**src/rtl/demux4_dispatch_if.sv**
```systemverilog
// rtl/demux4_dispatch_if.sv - handshake bundle between an upstream source, the dispatcher and four channels
// Signals:
//   in_valid/in_ready/in_data : upstream item handshake and payload
//   enable                    : per-channel dispatch enable mask
//   out_valid/out_ready       : one-hot channel valid and per-channel ready
//   out_data                  : held payload, shared by all channels
//   sel                       : index of the channel currently targeted
//   xfer_count                : count of completed output transfers
// Modports: master = environment side (drives inputs), slave = dispatcher side.
interface demux4_dispatch_if #(
   parameter int DATA_W = 8
);
   logic              in_valid;
   logic              in_ready;
   logic [DATA_W-1:0] in_data;
   logic [3:0]        enable;
   logic [3:0]        out_valid;
   logic [3:0]        out_ready;
   logic [DATA_W-1:0] out_data;
   logic [1:0]        sel;
   logic [15:0]       xfer_count;

   modport master (
      output in_valid, in_data, enable, out_ready,
      input  in_ready, out_valid, out_data, sel, xfer_count
   );

   modport slave (
      input  in_valid, in_data, enable, out_ready,
      output in_ready, out_valid, out_data, sel, xfer_count
   );
endinterface

```
**src/rtl/demux4_dispatch.sv**
```systemverilog
// rtl/demux4_dispatch.sv - one-deep round-robin dispatcher from one stream to four channels
// Ports:
//   clk : single clock, rising edge
//   rst : asynchronous active-high reset
//   bus : demux4_dispatch_if.slave (upstream handshake, enable mask, channel handshake,
//         shared payload, target select, transfer counter)
module demux4_dispatch #(
   parameter int DATA_W = 8
) (
   input  logic               clk,
   input  logic               rst,
   demux4_dispatch_if.slave   bus
);

   typedef enum logic {IDLE = 1'b0, HOLD = 1'b1} state_t;

   state_t            state_q, state_d;
   logic [1:0]        ptr_q, ptr_d;
   logic [1:0]        sel_q, sel_d;
   logic [DATA_W-1:0] hold_q, hold_d;
   logic [15:0]       count_q, count_d;

   logic any_en;
   logic in_ready_c;
   logic accept;
   logic xfer;

   // First enabled channel at or after p (mod 4). Returns p when no channel is enabled;
   // callers never act on that value because in_ready is low with an empty mask.
   function automatic logic [1:0] pick(input logic [1:0] p, input logic [3:0] en);
      logic [1:0] c;
      pick = p;
      // Scan farthest offset first so the nearest enabled channel is written last.
      for (int k = 3; k >= 0; k--) begin
         c = p + 2'(k);
         if (en[c]) pick = c;
      end
   endfunction

   assign any_en     = |bus.enable;
   // In HOLD the slot frees up in the same cycle the held item leaves, so a new item
   // may be taken alongside the transfer.
   assign in_ready_c = any_en && ((state_q == IDLE) || bus.out_ready[sel_q]);
   assign accept     = bus.in_valid && in_ready_c;
   assign xfer       = (state_q == HOLD) && bus.out_ready[sel_q];

   always_ff @(posedge clk or posedge rst) begin
      if (rst) begin
         state_q <= IDLE;
         ptr_q   <= 2'd0;
         sel_q   <= 2'd0;
         hold_q  <= '0;
         count_q <= 16'd0;
      end else begin
         state_q <= state_d;
         ptr_q   <= ptr_d;
         sel_q   <= sel_d;
         hold_q  <= hold_d;
         count_q <= count_d;
      end
   end

   always_comb begin
      state_d = state_q;
      ptr_d   = ptr_q;
      sel_d   = sel_q;
      hold_d  = hold_q;
      count_d = count_q;
      case (state_q)
         IDLE: begin
            if (accept) begin
               hold_d  = bus.in_data;
               sel_d   = pick(ptr_q, bus.enable);
               state_d = HOLD;
            end
         end
         HOLD: begin
            // sel is frozen until the held item leaves; enable changes only steer the next item.
            if (xfer) begin
               ptr_d   = sel_q + 2'd1;
               count_d = count_q + 16'd1;
               if (accept) begin
                  hold_d = bus.in_data;
                  sel_d  = pick(sel_q + 2'd1, bus.enable);
               end else begin
                  state_d = IDLE;
               end
            end
         end
         default: state_d = IDLE;
      endcase
   end

   // Outputs decode straight from registers so reset clears out_valid without a clock.
   assign bus.in_ready   = in_ready_c;
   assign bus.out_valid  = (state_q == HOLD) ? (4'b0001 << sel_q) : 4'b0000;
   assign bus.out_data   = hold_q;
   assign bus.sel        = sel_q;
   assign bus.xfer_count = count_q;

endmodule

```
**src/flat_wrapper.sv**
```systemverilog
// flat-port wrapper written by rule: the top's interface ports become plain ports
module demux4_dispatch_flat 
#(
   parameter int DATA_W = 8
)
  (clk, rst, bus_in_valid, bus_in_data, bus_enable, bus_out_ready, bus_in_ready, bus_out_valid, bus_out_data, bus_sel, bus_xfer_count);
  demux4_dispatch_if #(.DATA_W(DATA_W)) bus_i ();
  input  logic clk;
  input  logic rst;
  input wire logic [$bits(bus_i.in_valid)-1:0] bus_in_valid;
  input wire logic [$bits(bus_i.in_data)-1:0] bus_in_data;
  input wire logic [$bits(bus_i.enable)-1:0] bus_enable;
  input wire logic [$bits(bus_i.out_ready)-1:0] bus_out_ready;
  output wire logic [$bits(bus_i.in_ready)-1:0] bus_in_ready;
  output wire logic [$bits(bus_i.out_valid)-1:0] bus_out_valid;
  output wire logic [$bits(bus_i.out_data)-1:0] bus_out_data;
  output wire logic [$bits(bus_i.sel)-1:0] bus_sel;
  output wire logic [$bits(bus_i.xfer_count)-1:0] bus_xfer_count;
  assign bus_i.in_valid = bus_in_valid;
  assign bus_i.in_data = bus_in_data;
  assign bus_i.enable = bus_enable;
  assign bus_i.out_ready = bus_out_ready;
  assign bus_in_ready = bus_i.in_ready;
  assign bus_out_valid = bus_i.out_valid;
  assign bus_out_data = bus_i.out_data;
  assign bus_sel = bus_i.sel;
  assign bus_xfer_count = bus_i.xfer_count;
  demux4_dispatch #(.DATA_W(DATA_W)) u_core (.clk(clk), .rst(rst), .bus(bus_i));
endmodule
```
**config.mk**
```make
export PLATFORM = sky130hd
export DESIGN_NAME = demux4_dispatch_flat
export DESIGN_NICKNAME = d
export VERILOG_FILES = /design/src/rtl/demux4_dispatch_if.sv /design/src/rtl/demux4_dispatch.sv /design/src/flat_wrapper.sv
export SDC_FILE = /design/constraint.sdc
export NUM_CORES = 1
export LEC_CHECK = 0
export ABC_AREA = 1
export CORE_MARGIN = 2
export CORE_UTILIZATION = 49
export DETAILED_ROUTE_END_ITERATION = 8
export HOLD_SLACK_MARGIN = 0.1
export PLACE_DENSITY = 0.85
export SLEW_MARGIN = 5
export SYNTH_ARGS = -nofsm -noshare
export SYNTH_HDL_FRONTEND = slang
export SYNTH_SLANG_ARGS = --single-unit
```
**constraint.sdc**
```tcl
create_clock -name clk -period 2.3 [get_ports clk]
set_input_delay 0.69 -clock clk [delete_from_list [all_inputs] [get_ports clk]]
set_output_delay 0.69 -clock clk [all_outputs]
set_load 0.02 [all_outputs]
```
==> impl_metrics.toml <==
[outcome]
outcome = "complete, no violations"

[logic_synthesis]
synth_edf_count = 0
synthTopCellsByCount = "nand2_1 (105), inv_1 (32), dfrtp_1 (29), nand3_1 (23)"
synth_fa_ha_area_frac = 0.0329
synth_area_leaders = "dfrtp_1 (38%), nand2_1 (21%), inv_1 (6.3%), nand3_1 (6.0%), ha_1 (3.3%)"
synth_top_family_by_area = "simple AND/OR/NAND/NOR gates"
synth_top_cell_area_share = 0.381
synth-seq-cells = 29
syn_area_per_cell_um2 = 7.40
ys_seq_area_frac = 0.381
ys.flop_type = "dfrtp_1"
synthMuxAreaShare = 0
yosysUniqueCellTypes = 27
netlist_area_um2 = 1900
yosysTopAreaCell = "dfrtp_1"
syn_nets = 281
synthCells = 257
ys_warn_count = 0
synth_most_common_cell = "nand2_1"
synth_compound_area_frac = 0.0316
synth_simple_gate_area_share = 0.410
async_flop_share = 1.00
synth_xor_area_frac = 0.0552

[cts]
cts_htree_levels = 2
cts_sinks = 29
clk_pin_slew_ps = 70
clock_latency_ps = 290
cts_buffers = 5
tritoncts = "built"
cts_max_path_buffers = 2
cts_root_buf = "clkbuf_8"

[sta]
timing.final.ws_setup_ps = 74.7
setup_tns_ps = 0
finalCriticalPeriod_ps = 2230
setup_viol = 0
hold_viol_final = 0
tightest_slew_ps = 357
fin_crit_sh = 0.968
slew-limit-headroom = 0.762
fin_skew_ps = 7.85
grt_setup_unrepaired = "false"
max_freq_ghz = 0.449
slew_violations = 0

[critical_path]
worstPathMaxFanout = 9
slowest_delay_ps = 460
reg2reg_from = "u_core.bus.sel[1]$_DFFE_PP0P_"
rrSetupSlack_ps = 320
timing.rr.end = "u_core.bus.sel[0]$_DFFE_PP0P_"
startpoint_type = "register"
critical-path-top-delay-family = "buffers and inverters"
crit_buf_inv = 3
required_ps = 1610
crit_chain = "buf_4, ha_1, nand2_1, inv_1, dlygate4sd2_1"
cp_num_cells = 5
critPathCaptureType = "output port"
worstRegToRegCells = 12
crit_type = "reg2out"
cp_slowest_cell = "dfrtp_2"
cp.arrival_ps = 1540

[drt]
drt_iter0_drc = 93
detail_route.wl_per_cell_um = 11.5
ant_nets = 0
drcViolationCount = 0
vias_per_cell = 4.84
wl_um = 4260
dr.pass1.iters = 4
vias = 1802

[floorplanning]
boundaryPins = 50
fp.dieW_um = 66.3
fp-row-count = 22
fp.dieH_um = 66.3
dieArea_um2 = 4400
initial_core_util = 0.516
coreArea_um2 = 3690

[global_routing]
antenna_found_initial = 0
grt_max_degree = 30
grt_pass1_wl_um = 7440
track_usage = 0.222
grt_pass1_vias = 1707
overflow = 0

[min_path]
min_path_type = "reg2reg"
holdCritStartpoint = "u_core.bus.out_data[0]$_DFFE_PP0P_"
hold_path_end = "u_core.bus.out_data[0]$_DFFE_PP0P_"
hold_path_depth = 2

[cells_and_area]
fin_nets = 347
insertedDiodeCount = 0
fin_cells = 372
syn_to_final_growth_pct = 38.0
drive_gt1_frac = 0.157
fin_util = 0.712

[placed_design]
place_inst = 363
place_congestion = 0.876
hpwl_um = 3150
portBuffers = 49
dp_slack_ps = -536

[power]
power_density_nw_per_um2 = 1310
p_leak_nw = 1.45
fin_total_pwr_mw = 3.44
ir_drop_uv = 797

[flow_run]
max-cap-violations = 0
-- routing by layer --
| layer | vias to the layer above | wire (um) | GRT usage |
|---|---|---|---|
| li1 | 926 | - | - |
| met1 | 807 | 1970 | 0.282 |
| met2 | 60 | 1940 | 0.371 |
| met3 | 9 | 288 | 0.0545 |
| met4 | 0 | 66 | 0.0714 |
| met5 | - | 0 | 0 |
-- power breakdown --
group | switching (mW) | internal [mW] | total [mW]
Sequential | 0.217 | 0.692 | 0.909
Combinational | 1.25 | 0.876 | 2.12
Clock | 0.200 | 0.208 | 0.408
-- worst max path at each step --
stage                                        startpoint                       endpoint  slack [ps]
after global routing      u_core.bus.sel[0]$_DFFE_PP0P_               bus_out_valid[3]           5
after CTS                              bus_out_ready[2]                   bus_in_ready         -20
after floorplan           u_core.bus.sel[0]$_DFFE_PP0P_  u_core.bus.sel[0]$_DFFE_PP0P_         390
after detailed placement               bus_out_ready[1]                   bus_in_ready        -540
after global placement                 bus_out_ready[1]                   bus_in_ready        -510
final                     u_core.bus.sel[0]$_DFFE_PP0P_               bus_out_valid[3]          70
-- logic make-up (layout without fill, tap and decap cells) --
group | Yosys count | count (layout)
and+or+nand+nor | 160 | 160
buffers and inverters | 40 | 107
DFF | 29 | 29
adders and majority gates | 5 | 5
xor gates and xnor gates | 12 | 12
AOI/OAI and AO/OA | 11 | 11
-- repair_timing --
item	4_1_cts	5_1_grt
hold buffers	0	0
cloned	0	0
setup endpoints to repair	5	2
setup buffers	0	1
pin swaps	0	5
resized for setup	14	9
-- worst register-to-register path, delay by kind of cell, from the launching register on --
kind	cells	cell delay (ps)
buf+inv	3	350
fa+ha+maj	1	350
flops	1	460
simple gates	7	660
compound gates	1	50
-- layout by cell type (no fill, tap or decap), types with 6 or more instances in the layout --
cell type	count
nand2_1	104
clkdlybuf4s50_1	36
inv_1	30
dfrtp_1	28
nand3_1	23
buf_4	14
xor2_1	7
o21ai_0	7
nand2_2	6
dlymetal6s2s_1	6
-- stage by stage --
step / hold WS, ps / instance area [um2]
3_3_place_gp: 454 / 2520
3_5_place_dp: 462 / 2520
6_report: 474 / 2630
5_1_grt: 509 / 2630
2_1_floorplan: 535 / 1900
4_1_cts: 477 / 2600
-- cell type report --
class                           count  area, um2
Fill cell                         290       1060
Multi-Input combinational cell    188       1010
Sequential cell                    29        727
Timing Repair Buffer               63        606
Inverter                           36        138
Clock buffer                        5       68.8
Tap cell                           48       60.1
Clock inverter                      3       17.5
-- sequential cells by signal, indices dropped and copies added, names as in the netlist --
register / cells
u_core.bus.out_data: 8
u_core.bus.sel: 2
u_core.bus.xfer_count: 16
u_core.ptr_q: 2
u_core.state_q: 1
Note: power is estimated with default switching activity, not from simulation.
